### src/rtl/radix2_bf_pipe_pkg.sv
// Shared FFT datapath constants and fixed-point helpers: twiddle unity,
// round-half-up bias and signed saturation. Helpers work on a 64-bit container.
package radix2_bf_pipe_pkg;

    localparam int TW_W_DEF = 8;
    localparam int TW_ONE   = 1 << (TW_W_DEF - 2);

    typedef logic signed [63:0] wide_t;

    // Valid/mode side-band that travels alongside each butterfly
    typedef struct packed {
        logic vld;
        logic modify;
        logic scale;
    } side_t;

    // Bias that turns an arithmetic right shift by `shift` into round-half-up
    function automatic wide_t round_bias(input int shift);
        if (shift <= 0) return '0;
        return wide_t'(1) <<< (shift - 1);
    endfunction

    function automatic wide_t sat_to_width(input wide_t x, input int w);
        wide_t hi;
        wide_t lo;
        hi = (wide_t'(1) <<< (w - 1)) - wide_t'(1);
        lo = -(wide_t'(1) <<< (w - 1));
        if (x > hi) return hi;
        if (x < lo) return lo;
        return x;
    endfunction

endpackage

### src/rtl/radix2_bf_pipe_if.sv
// Butterfly pair bus: twiddles, modes and operands in; results and sticky ovf out.
// master drives the operands, slave is the butterfly datapath.
interface radix2_bf_pipe_if #(
    parameter int DATA_W = 16,
    parameter int TW_W   = 8
);
    logic                     in_valid;
    logic                     en_modify;
    logic                     scale;
    logic                     clr_ovf;
    logic signed [TW_W-1:0]   cos1;
    logic signed [TW_W-1:0]   sin1;
    logic signed [TW_W-1:0]   cos2;
    logic signed [TW_W-1:0]   sin2;
    logic signed [DATA_W-1:0] re_a;
    logic signed [DATA_W-1:0] im_a;
    logic signed [DATA_W-1:0] re_b;
    logic signed [DATA_W-1:0] im_b;
    logic                     out_valid;
    logic signed [DATA_W-1:0] re_o1;
    logic signed [DATA_W-1:0] im_o1;
    logic signed [DATA_W-1:0] re_o2;
    logic signed [DATA_W-1:0] im_o2;
    logic                     ovf;

    modport master (
        output in_valid, en_modify, scale, clr_ovf,
        output cos1, sin1, cos2, sin2, re_a, im_a, re_b, im_b,
        input  out_valid, re_o1, im_o1, re_o2, im_o2, ovf
    );

    modport slave (
        input  in_valid, en_modify, scale, clr_ovf,
        input  cos1, sin1, cos2, sin2, re_a, im_a, re_b, im_b,
        output out_valid, re_o1, im_o1, re_o2, im_o2, ovf
    );
endinterface

### src/rtl/radix2_bf_pipe_cmplx_rot_reg.sv
// Registered complex rotation y = x*w, rounded half up and saturated to DATA_W.
// Latency: 1 cycle. Backpressure: none; bypass registers x unchanged with no ovf.
// ovf is raised only for a valid, non-bypassed slot that hit saturation.
module cmplx_rot_reg
    import radix2_bf_pipe_pkg::*;
#(
    parameter int DATA_W = 16,
    parameter int TW_W   = 8
) (
    input  logic                     clk,
    input  logic                     rst_n,
    input  logic                     in_vld,
    input  logic                     bypass,
    input  logic signed [DATA_W-1:0] xr,
    input  logic signed [DATA_W-1:0] xi,
    input  logic signed [TW_W-1:0]   c,
    input  logic signed [TW_W-1:0]   s,
    output logic signed [DATA_W-1:0] yr,
    output logic signed [DATA_W-1:0] yi,
    output logic                     ovf
);
    localparam int PW = DATA_W + TW_W;
    localparam int SW = PW + 1;
    localparam int SH = TW_W - 2;

    logic signed [PW-1:0] xr_c, xi_s, xi_c, xr_s;
    logic signed [SW-1:0] sum_re, sum_im;
    wide_t                rnd_re, rnd_im, sat_re, sat_im;
    logic                 sat_evt;

    assign xr_c   = PW'(xr) * PW'(c);
    assign xi_s   = PW'(xi) * PW'(s);
    assign xi_c   = PW'(xi) * PW'(c);
    assign xr_s   = PW'(xr) * PW'(s);
    assign sum_re = SW'(xr_c) - SW'(xi_s);
    assign sum_im = SW'(xi_c) + SW'(xr_s);

    assign rnd_re  = (64'(sum_re) + round_bias(SH)) >>> SH;
    assign rnd_im  = (64'(sum_im) + round_bias(SH)) >>> SH;
    assign sat_re  = sat_to_width(rnd_re, DATA_W);
    assign sat_im  = sat_to_width(rnd_im, DATA_W);
    assign sat_evt = (sat_re != rnd_re) || (sat_im != rnd_im);

    always_ff @(posedge clk or negedge rst_n) begin
        if (!rst_n) begin
            yr  <= '0;
            yi  <= '0;
            ovf <= 1'b0;
        end else if (bypass) begin
            yr  <= xr;
            yi  <= xi;
            ovf <= 1'b0;
        end else begin
            yr  <= sat_re[DATA_W-1:0];
            yi  <= sat_im[DATA_W-1:0];
            ovf <= in_vld & sat_evt;
        end
    end
endmodule

### src/rtl/radix2_bf_pipe.sv
// Pipelined radix-2 butterfly with optional second twiddle rotation on the lower output.
// Latency: 4 cycles (input reg, rot w1, rot w2/pass, add-scale-sat), one pair per cycle.
// Backpressure: none; bubbles propagate as out_valid=0 and outputs hold their last result.
module radix2_bf_pipe
    import radix2_bf_pipe_pkg::*;
#(
    parameter int DATA_W = 16,
    parameter int TW_W   = 8
) (
    input  logic               clk,
    input  logic               rst_n,
    radix2_bf_pipe_if.slave    bus
);
    localparam int SUM_W = DATA_W + 1;

    side_t                    s1_side, s2_side, s3_side;
    logic signed [DATA_W-1:0] s1_ar, s1_ai, s1_br, s1_bi;
    logic signed [TW_W-1:0]   s1_w1c, s1_w1s, s1_w2c, s1_w2s;
    logic signed [DATA_W-1:0] s2_ar, s2_ai;
    logic signed [TW_W-1:0]   s2_w2c, s2_w2s;
    logic signed [DATA_W-1:0] s3_ar, s3_ai, s3_pr, s3_pi;
    logic                     s3_rot1_ovf;
    logic signed [DATA_W-1:0] p_re, p_im, q_re, q_im;
    logic                     p_ovf, q_ovf;
    logic [DATA_W:0]          f1r, f1i, f2r, f2i;
    logic                     sat_evt;

    // MSB of the result flags a saturation; the scaled path always fits
    function automatic logic [DATA_W:0] finish_sum(input logic signed [SUM_W-1:0] x,
                                                   input logic sc);
        wide_t w;
        wide_t r;
        w = 64'(x);
        if (sc) begin
            r = (w + round_bias(1)) >>> 1;
            return {1'b0, r[DATA_W-1:0]};
        end
        r = sat_to_width(w, DATA_W);
        return {(r != w), r[DATA_W-1:0]};
    endfunction

    always_ff @(posedge clk or negedge rst_n) begin
        if (!rst_n) begin
            s1_side <= '0;
            s1_ar   <= '0;
            s1_ai   <= '0;
            s1_br   <= '0;
            s1_bi   <= '0;
            s1_w1c  <= '0;
            s1_w1s  <= '0;
            s1_w2c  <= '0;
            s1_w2s  <= '0;
            s2_side <= '0;
            s2_ar   <= '0;
            s2_ai   <= '0;
            s2_w2c  <= '0;
            s2_w2s  <= '0;
            s3_side <= '0;
            s3_ar   <= '0;
            s3_ai   <= '0;
            s3_pr   <= '0;
            s3_pi   <= '0;
            s3_rot1_ovf <= 1'b0;
        end else begin
            s1_side <= '{vld: bus.in_valid, modify: bus.en_modify, scale: bus.scale};
            s1_ar   <= bus.re_a;
            s1_ai   <= bus.im_a;
            s1_br   <= bus.re_b;
            s1_bi   <= bus.im_b;
            s1_w1c  <= bus.cos1;
            s1_w1s  <= bus.sin1;
            s1_w2c  <= bus.cos2;
            s1_w2s  <= bus.sin2;
            s2_side <= s1_side;
            s2_ar   <= s1_ar;
            s2_ai   <= s1_ai;
            s2_w2c  <= s1_w2c;
            s2_w2s  <= s1_w2s;
            s3_side <= s2_side;
            s3_ar   <= s2_ar;
            s3_ai   <= s2_ai;
            s3_pr   <= p_re;
            s3_pi   <= p_im;
            s3_rot1_ovf <= p_ovf;
        end
    end

    cmplx_rot_reg #(.DATA_W(DATA_W), .TW_W(TW_W)) u_rot_w1 (
        .clk    (clk),
        .rst_n  (rst_n),
        .in_vld (s1_side.vld),
        .bypass (1'b0),
        .xr     (s1_br),
        .xi     (s1_bi),
        .c      (s1_w1c),
        .s      (s1_w1s),
        .yr     (p_re),
        .yi     (p_im),
        .ovf    (p_ovf)
    );

    // Classic mode passes p through so both modes share one latency
    cmplx_rot_reg #(.DATA_W(DATA_W), .TW_W(TW_W)) u_rot_w2 (
        .clk    (clk),
        .rst_n  (rst_n),
        .in_vld (s2_side.vld),
        .bypass (~s2_side.modify),
        .xr     (p_re),
        .xi     (p_im),
        .c      (s2_w2c),
        .s      (s2_w2s),
        .yr     (q_re),
        .yi     (q_im),
        .ovf    (q_ovf)
    );

    always_comb begin
        f1r = finish_sum(SUM_W'(s3_ar) + SUM_W'(s3_pr), s3_side.scale);
        f1i = finish_sum(SUM_W'(s3_ai) + SUM_W'(s3_pi), s3_side.scale);
        if (s3_side.modify) begin
            f2r = finish_sum(SUM_W'(s3_ar) + SUM_W'(q_re), s3_side.scale);
            f2i = finish_sum(SUM_W'(s3_ai) + SUM_W'(q_im), s3_side.scale);
        end else begin
            f2r = finish_sum(SUM_W'(s3_ar) - SUM_W'(q_re), s3_side.scale);
            f2i = finish_sum(SUM_W'(s3_ai) - SUM_W'(q_im), s3_side.scale);
        end
    end

    assign sat_evt = s3_side.vld & (s3_rot1_ovf | q_ovf | f1r[DATA_W] | f1i[DATA_W] |
                                    f2r[DATA_W] | f2i[DATA_W]);

    always_ff @(posedge clk or negedge rst_n) begin
        if (!rst_n) begin
            bus.out_valid <= 1'b0;
            bus.re_o1     <= '0;
            bus.im_o1     <= '0;
            bus.re_o2     <= '0;
            bus.im_o2     <= '0;
            bus.ovf       <= 1'b0;
        end else begin
            bus.out_valid <= s3_side.vld;
            if (s3_side.vld) begin
                bus.re_o1 <= f1r[DATA_W-1:0];
                bus.im_o1 <= f1i[DATA_W-1:0];
                bus.re_o2 <= f2r[DATA_W-1:0];
                bus.im_o2 <= f2i[DATA_W-1:0];
            end
            // A new saturation event beats a simultaneous clear
            if (sat_evt)
                bus.ovf <= 1'b1;
            else if (bus.clr_ovf)
                bus.ovf <= 1'b0;
        end
    end
endmodule

### src/flat_wrapper.sv
// flat-port wrapper written by rule: the top's interface ports become plain ports
module radix2_bf_pipe_flat import radix2_bf_pipe_pkg::*;
#(
    parameter int DATA_W = 16,
    parameter int TW_W   = 8
)
  (clk, rst_n, bus_in_valid, bus_en_modify, bus_scale, bus_clr_ovf, bus_cos1, bus_sin1, bus_cos2, bus_sin2, bus_re_a, bus_im_a, bus_re_b, bus_im_b, bus_out_valid, bus_re_o1, bus_im_o1, bus_re_o2, bus_im_o2, bus_ovf);
  radix2_bf_pipe_if #(.DATA_W(DATA_W), .TW_W(TW_W)) bus_i ();
  input  logic clk;
  input  logic rst_n;
  input wire logic [$bits(bus_i.in_valid)-1:0] bus_in_valid;
  input wire logic [$bits(bus_i.en_modify)-1:0] bus_en_modify;
  input wire logic [$bits(bus_i.scale)-1:0] bus_scale;
  input wire logic [$bits(bus_i.clr_ovf)-1:0] bus_clr_ovf;
  input wire logic [$bits(bus_i.cos1)-1:0] bus_cos1;
  input wire logic [$bits(bus_i.sin1)-1:0] bus_sin1;
  input wire logic [$bits(bus_i.cos2)-1:0] bus_cos2;
  input wire logic [$bits(bus_i.sin2)-1:0] bus_sin2;
  input wire logic [$bits(bus_i.re_a)-1:0] bus_re_a;
  input wire logic [$bits(bus_i.im_a)-1:0] bus_im_a;
  input wire logic [$bits(bus_i.re_b)-1:0] bus_re_b;
  input wire logic [$bits(bus_i.im_b)-1:0] bus_im_b;
  output wire logic [$bits(bus_i.out_valid)-1:0] bus_out_valid;
  output wire logic [$bits(bus_i.re_o1)-1:0] bus_re_o1;
  output wire logic [$bits(bus_i.im_o1)-1:0] bus_im_o1;
  output wire logic [$bits(bus_i.re_o2)-1:0] bus_re_o2;
  output wire logic [$bits(bus_i.im_o2)-1:0] bus_im_o2;
  output wire logic [$bits(bus_i.ovf)-1:0] bus_ovf;
  assign bus_i.in_valid = bus_in_valid;
  assign bus_i.en_modify = bus_en_modify;
  assign bus_i.scale = bus_scale;
  assign bus_i.clr_ovf = bus_clr_ovf;
  assign bus_i.cos1 = bus_cos1;
  assign bus_i.sin1 = bus_sin1;
  assign bus_i.cos2 = bus_cos2;
  assign bus_i.sin2 = bus_sin2;
  assign bus_i.re_a = bus_re_a;
  assign bus_i.im_a = bus_im_a;
  assign bus_i.re_b = bus_re_b;
  assign bus_i.im_b = bus_im_b;
  assign bus_out_valid = bus_i.out_valid;
  assign bus_re_o1 = bus_i.re_o1;
  assign bus_im_o1 = bus_i.im_o1;
  assign bus_re_o2 = bus_i.re_o2;
  assign bus_im_o2 = bus_i.im_o2;
  assign bus_ovf = bus_i.ovf;
  radix2_bf_pipe #(.DATA_W(DATA_W), .TW_W(TW_W)) u_core (.clk(clk), .rst_n(rst_n), .bus(bus_i));
endmodule
### config.mk
export PLATFORM = sky130hd
export DESIGN_NAME = radix2_bf_pipe_flat
export DESIGN_NICKNAME = d
export VERILOG_FILES = /design/src/rtl/radix2_bf_pipe_pkg.sv /design/src/rtl/radix2_bf_pipe_if.sv /design/src/rtl/radix2_bf_pipe_cmplx_rot_reg.sv /design/src/rtl/radix2_bf_pipe.sv /design/src/flat_wrapper.sv
export SDC_FILE = /design/constraint.sdc
export NUM_CORES = 2
export LEC_CHECK = 0
export BUFFER_PORTS_ARGS = -buffer_cell sky130_fd_sc_hd__buf_2
export CAP_MARGIN = 20
export CORE_ASPECT_RATIO = 1.5
export CORE_MARGIN = 2
export CORE_UTILIZATION = 39
export DETAILED_ROUTE_END_ITERATION = 12
export PLACE_DENSITY = 0.54
export SLEW_MARGIN = 20
export SYNTH_ARGS = -nofsm -noshare
export SYNTH_HDL_FRONTEND = slang
export SYNTH_SLANG_ARGS = --single-unit
### constraint.sdc
create_clock -name clk -period 9.8 [get_ports clk]
set_clock_uncertainty 0.15 [all_clocks]
set_input_delay 1.96 -clock clk [delete_from_list [all_inputs] [get_ports clk]]
set_output_delay 1.96 -clock clk [all_outputs]
set_load 0.01 [all_outputs]
### Word-level counts from Yosys, hierarchy flattened

Index checks and enable logic that the tools add are counted.

| storage, ports and cells | value |
|---|---|
| register bits after elaboration | 350 |
| bits of input ports | 102 |

| operators by class | value |
|---|---|
| add/subtract/negate cells | 20 |
| multipliers | 8 |
| magnitude comparators | 20 |
| equality and inequality tests | 10 |
| multiplexer cells | 122 |
| bitwise operators | 8 |
| reduce and logical (&&, ||, !) cells | 3 |

Operator list:

| kind | count |
|---|---|
| $mux W64 | 50 |
| $ne A64 B17 Y1 | 6 |
| $ne A64 B20 Y1 | 4 |
| $mux W17 | 14 |
| $mul A16 B8 Y24 | 8 |
| $add A25 B7 Y26 const B | 4 |
| $add A17 B2 Y17 const B | 6 |
| $gt A17 B16 Y1 const B | 6 |
| $lt A17 B16 Y1 const B | 6 |
| $gt A20 B16 Y1 const B | 4 |
| $lt A20 B16 Y1 const B | 4 |
| $add A16 B16 Y17 | 4 |
| $mux W1 | 56 |
| $add A24 B24 Y25 | 2 |
| $sub A24 B24 Y25 | 2 |
| $sub A16 B16 Y17 | 2 |
| $mux W16 | 2 |
| $or A1 B1 Y1 | 5 |
| $and A1 B1 Y1 | 3 |
| $logic_or A1 B1 Y1 | 2 |
| $reduce_bool A2 Y1 | 1 |

### Logic depth before layout (Yosys ltp)

| logic depth | value |
|---|---|
| depth in word-level cells | 19 |
| mapped depth | 34 |
| mapped depth without buffers | 32 |

### Modules after synthesis

Synthesis repeated with hierarchy kept, for this count alone.

| second synthesis, totals | value |
|---|---|
| cells, all modules | 6,332 |
| area total of the unflattened synthesis | 58,368.5 um^2 |

Modules (own cells, without submodules):

| module | instances | cells an instance | area an instance (um^2) | sequential area each (um^2) |
|---|---|---|---|---|
| cmplx_rot_reg (u_core.u_rot_w2) | 1 | 2,366 | 21,201.6 | 825.8 |
| cmplx_rot_reg (u_core.u_rot_w1) | 1 | 2,285 | 20,652.3 | 825.8 |
| radix2_bf_pipe | 1 | 1,681 | 16,514.6 | 7,106.8 |

### Least setup slack after synthesis

No wires, ideal clock.

| timing path | value |
|---|---|
| path kind | register to register |
| from | reg u_core.s2_w2s[7] |
| to | reg u_core.u_rot_w2.ovf |
| arrival time | 7.861 ns |
| required time | 9.490 ns |
| path slack | 1.629 ns |
| cell stages (with the launch flop) | 31 |
| path buffers | 2 |
| period minus slack after synthesis | 8.171 ns |
| path through | dfrtp_1 -> inv_1 -> clkbuf_1 -> buf_1 -> nor2_1 -> fa_1 -> fa_1 -> fa_1 -> fa_1 -> fa_1 -> inv_1 -> fa_1 -> inv_1 -> ha_1 -> a211oi_1 -> o21ai_0 -> a21oi_1 -> o41ai_2 -> a21o_1 -> a31oi_1 -> o21ai_1 -> a21oi_1 -> xnor2_1 -> or3b_2 -> ha_1 -> or2_2 -> a31oi_1 -> o2111ai_1 -> a211o_1 -> a2111oi_0 -> a41oi_1 |

| on the way | value |
|---|---|
| cells in the longest elaborated chain, start to end | 12 |
| elaborated cells on any way between the ends | 27 |
| those cells by class | 4 x add/sub; 2 x mul; 4 x order compare; 2 x eq/ne; 13 x mux; 1 x bitwise; 1 x reduce/logical |

Ends and longest elaborated chain:

| what | line | text |
|---|---|---|
| from (decl) | radix2_bf_pipe.sv:20 | `logic signed [TW_W-1:0] s2_w2c, s2_w2s;` |
| from (signal assigned) | radix2_bf_pipe.sv:78 | `s2_w2s <= s1_w2s;` |
| $mul A16 B8 Y24 (on tied branches) | radix2_bf_pipe_cmplx_rot_reg.sv:32, radix2_bf_pipe_cmplx_rot_reg.sv:34 |  |
| $sub A24 B24 Y25 or $add A24 B24 Y25 (tied branches) | radix2_bf_pipe_cmplx_rot_reg.sv:35, radix2_bf_pipe_cmplx_rot_reg.sv:36 |  |
| $add A25 B7 Y26 (on tied branches) | radix2_bf_pipe_cmplx_rot_reg.sv:38, radix2_bf_pipe_cmplx_rot_reg.sv:39 |  |
| $lt A20 B16 Y1 | radix2_bf_pipe_pkg.sv:29 | `if (x < lo) return lo;` |
| $mux W1 (2 in series) | radix2_bf_pipe_pkg.sv:29 |  |
| $mux W64 | radix2_bf_pipe_pkg.sv:30 | `return x;` |
| $mux W64 | radix2_bf_pipe_pkg.sv:29 |  |
| $ne A64 B20 Y1 | radix2_bf_pipe_cmplx_rot_reg.sv:42 | `assign sat_evt = (sat_re != rnd_re) \|\| (sat_im != rnd_im);` |
| $logic_or A1 B1 Y1 (*) | radix2_bf_pipe_cmplx_rot_reg.sv:42 |  |
| $and A1 B1 Y1 (*) | radix2_bf_pipe_cmplx_rot_reg.sv:56 | `ovf <= in_vld & sat_evt;` |
| $mux W1 (*) | radix2_bf_pipe_cmplx_rot_reg.sv:49 | `end else if (bypass) begin` |
| to (signal assigned) | radix2_bf_pipe_cmplx_rot_reg.sv:56 |  |
| to (decl) | radix2_bf_pipe_cmplx_rot_reg.sv:20 | `output logic ovf` |

Every way passes the cells marked *; elsewhere a longest branch is shown, timed or not. The select of a mux whose other input is x is not followed.
A chain may end at the register's enable or synchronous reset.

### Final worst setup path

| timing path | value |
|---|---|
| from | reg u_core.s2_w2s[2] |
| to | reg u_core.u_rot_w2.ovf |

Same word-level chain as after synthesis.

==> out/qor.yml <==
status:
  status: "complete, no violations"
die:
  die_x_microns: 313
  die_h_microns: 468
  dieArea_sq_um: 147000
  row_count: 170
  pin_count: 168
  start_util_pct: 39.2
  core_sq_um: 143000
drt:
  wl_per_cell_microns: 20.5
  drt_iter0_markers: 2217
  first_pass_iters: 5
  num_vias: 41000
  drc_errors: 0
  antenna_left: 0
  routed_wl_mm: 164
  post_drt_via_cell_ratio: 5.12
timing:
  setup_violations: 0
  min_period_ns: 9.11
  fmax_mhz: 110
  setup_tns_ns: 0
  slew_headroom_pct: 23.1
  slew_viol_final: 0
  finalCritPeriodShare_pct: 93.0
  tightest_slew_ns: 1.15
  finalHoldViolations: 0
  rsz0062_at_grt: "no"
clocking:
  clk_latency_ns: 0.64
  clk_pin_slew_ns: 0.06
  cts-resized-gates: 0
  cts_tree: "built"
  postCtsSetupBuffers: 0
  cts_buffers: 42
  root_buffer: "clkbuf_16"
  htreeDepth: 2
  numClockSinks: 350
  cts_max_path_buffers: 3
  postCtsHoldBufs: 0
worst_setup_path:
  worst_ep_arrival_time_ns: 9.45
  slowest_stage: "dfrtp_1"
  cp-endpoint: "u_core.u_rot_w2.ovf$_DFF_PN0_"
  critPathLaunch: "u_core.s2_w2s[2]$_DFF_PN0_"
  crit_top_cell: "fa_1"
  crit_path_max_incr_delay_ns: 0.84
  worstPathMaxFanout: 17
  critical_path_required_ns: 10.14
  reg2reg_slack_ns: 0.69
  worstSetupStartpointType: "flip-flop"
  reg2regPathDepth: 30
  r2r_end: "u_core.u_rot_w2.ovf$_DFF_PN0_"
  criticalPathCategory: "reg -> reg"
  critPathCaptureType: "flip-flop"
  rr_startpoint: "u_core.s2_w2s[2]$_DFF_PN0_"
synth:
  synth.top_cell.area_share_pct: 37.0
  avgSynthCellArea_sq_um: 9.31
  yosysSeqAreaShare_pct: 15.6
  synth_top_area_cell: "fa_1"
  syn-num-nets: 7550
  synth_cell_types: 93
  synth-seq-cells: 350
  yosys_warnings: 0
  async_flop_share_pct: 100
  syn_inst: 6020
  ys.flop_type: "dfrtp_1"
  synth_edf_count: 0
  syn_area_sq_um: 56000
  synth.area.top_cells: "fa_1, dfrtp_1, ha_1, inv_1, and2_1"
place:
  port_buffers: 167
  place_congestion: 0.910
  dp_hpwl_mm: 136
grt:
  grt_overflow: 0
  antenna_found_initial: 13
  met2_usage_pct: 43.0
  grt_use_total_pct: 22.9
  grt_max_degree: 144
  gr-usage-met3_pct: 2.20
  grt_busiest_layer: "met2"
  grt_pass1_vias: 45000
  grt_pass1_wl_mm: 257
  grtUsageMet1_pct: 25.0
cells_and_area:
  fillCellCount: 14200
  nets: 7601
  drive_gt1_share_pct: 6.31
  final_cell_mix: "inv_1, fa_1, nand2_1"
  syn2layout_area_growth_pct: 8.02
  final_common_cell: "inv_1"
min_path:
  worstHoldStart: "u_core.s2_ar[13]$_DFF_PN0_"
  hold_class: "reg -> reg"
run:
  drv_cap: 0
==> Yosys cell counts, types with 10 or more instances <==
cell,count
a211o_1,17
a211oi_1,41
a21o_1,43
a21oi_1,199
a221oi_1,14
a31oi_1,34
and2_1,480
and3_1,23
buf_2,12
clkbuf_1,234
dfrtp_1,350
fa_1,1034
ha_1,394
inv_1,1267
nand2_1,584
nand2b_1,71
nand3_1,55
nand3b_1,10
nand4_1,25
nor2_1,293
nor2b_1,25
nor3_1,58
nor3b_1,14
nor4_1,17
o211ai_1,12
o21a_1,19
o21ai_0,117
o21ai_1,10
o21bai_1,18
o221ai_1,13
o22ai_1,22
o31ai_1,24
or2_2,14
or3_1,17
xnor2_1,177
xor2_1,93
==> cells by family (layout without fill, tap and decap cells) <==
kind of cell	count (synthesis)	count (layout)	share of synthesized area [%]
compound gates	703	703	8.43
xor+xnor	272	272	4.29
fa+ha+maj	1431	1431	45.8
buf+inv	1525	1609	10.3
flops	350	350	15.6
mux	14	14	0.264
other cells	0	3	0
simple gates	1725	1725	15.3
==> layer usage <==
| layer | up-vias | wire (microns) |
|---|---|---|
| li1 | 18600 | - |
| met1 | 21000 | 59200 |
| met2 | 1012 | 87300 |
| met3 | 390 | 5760 |
| met4 | 6 | 11300 |
| met5 | - | 32 |
==> through the flow <==
stage                     util (%)  hold WS [ns]  cell area, sq um  cells  setup WS, ns
after global routing          42.3         0.200             60500   7997        0.0247
after global placement        41.3         0.183             59000   7919         0.530
after detailed placement      41.3         0.185             59000   7919         0.542
after floorplan                  -         0.181             56000   6020          1.63
after CTS                     42.3         0.188             60500   7996         0.506
final                         42.3         0.187             60500   7999         0.689
==> worst min-delay path by stage <==
stage	to	slack, ns	cells after the start
final	u_core.s3_ar[13]$_DFF_PN0_	0.19	0
after global routing	u_core.s3_ar[13]$_DFF_PN0_	0.20	0
after CTS	u_core.s3_ar[13]$_DFF_PN0_	0.19	0
after detailed placement	u_core.s2_ai[0]$_DFF_PN0_	0.18	0
after global placement	u_core.s3_ai[6]$_DFF_PN0_	0.18	0
after floorplan	u_core.s2_ai[0]$_DFF_PN0_	0.18	0
==> critical path: cells and delay by family, from the launching register on <==
kind	cells	cell delay, ns
buffers and inverters	5	0.76
AOI/OAI and AO/OA	10	2.76
adders and majority gates	8	3.46
DFF	1	0.84
and+or+nand+nor	7	1.01
==> layout make-up <==
cell class,count,area [sq um],area share [%]
multi-input cells,4145,41500,68.6
well taps,1892,2370,3.91
clock inverters,27,395,0.653
clock buffers,50,1110,1.84
diodes,3,7.51,0.0124
flip-flops and latches,350,8760,14.5
repair buffers,261,1580,2.61
inverters,1271,4770,7.88
Power is left out: the tool's default activity adds up to more than one toggle a clock period on the data nets, which glitch-free logic cannot reach.
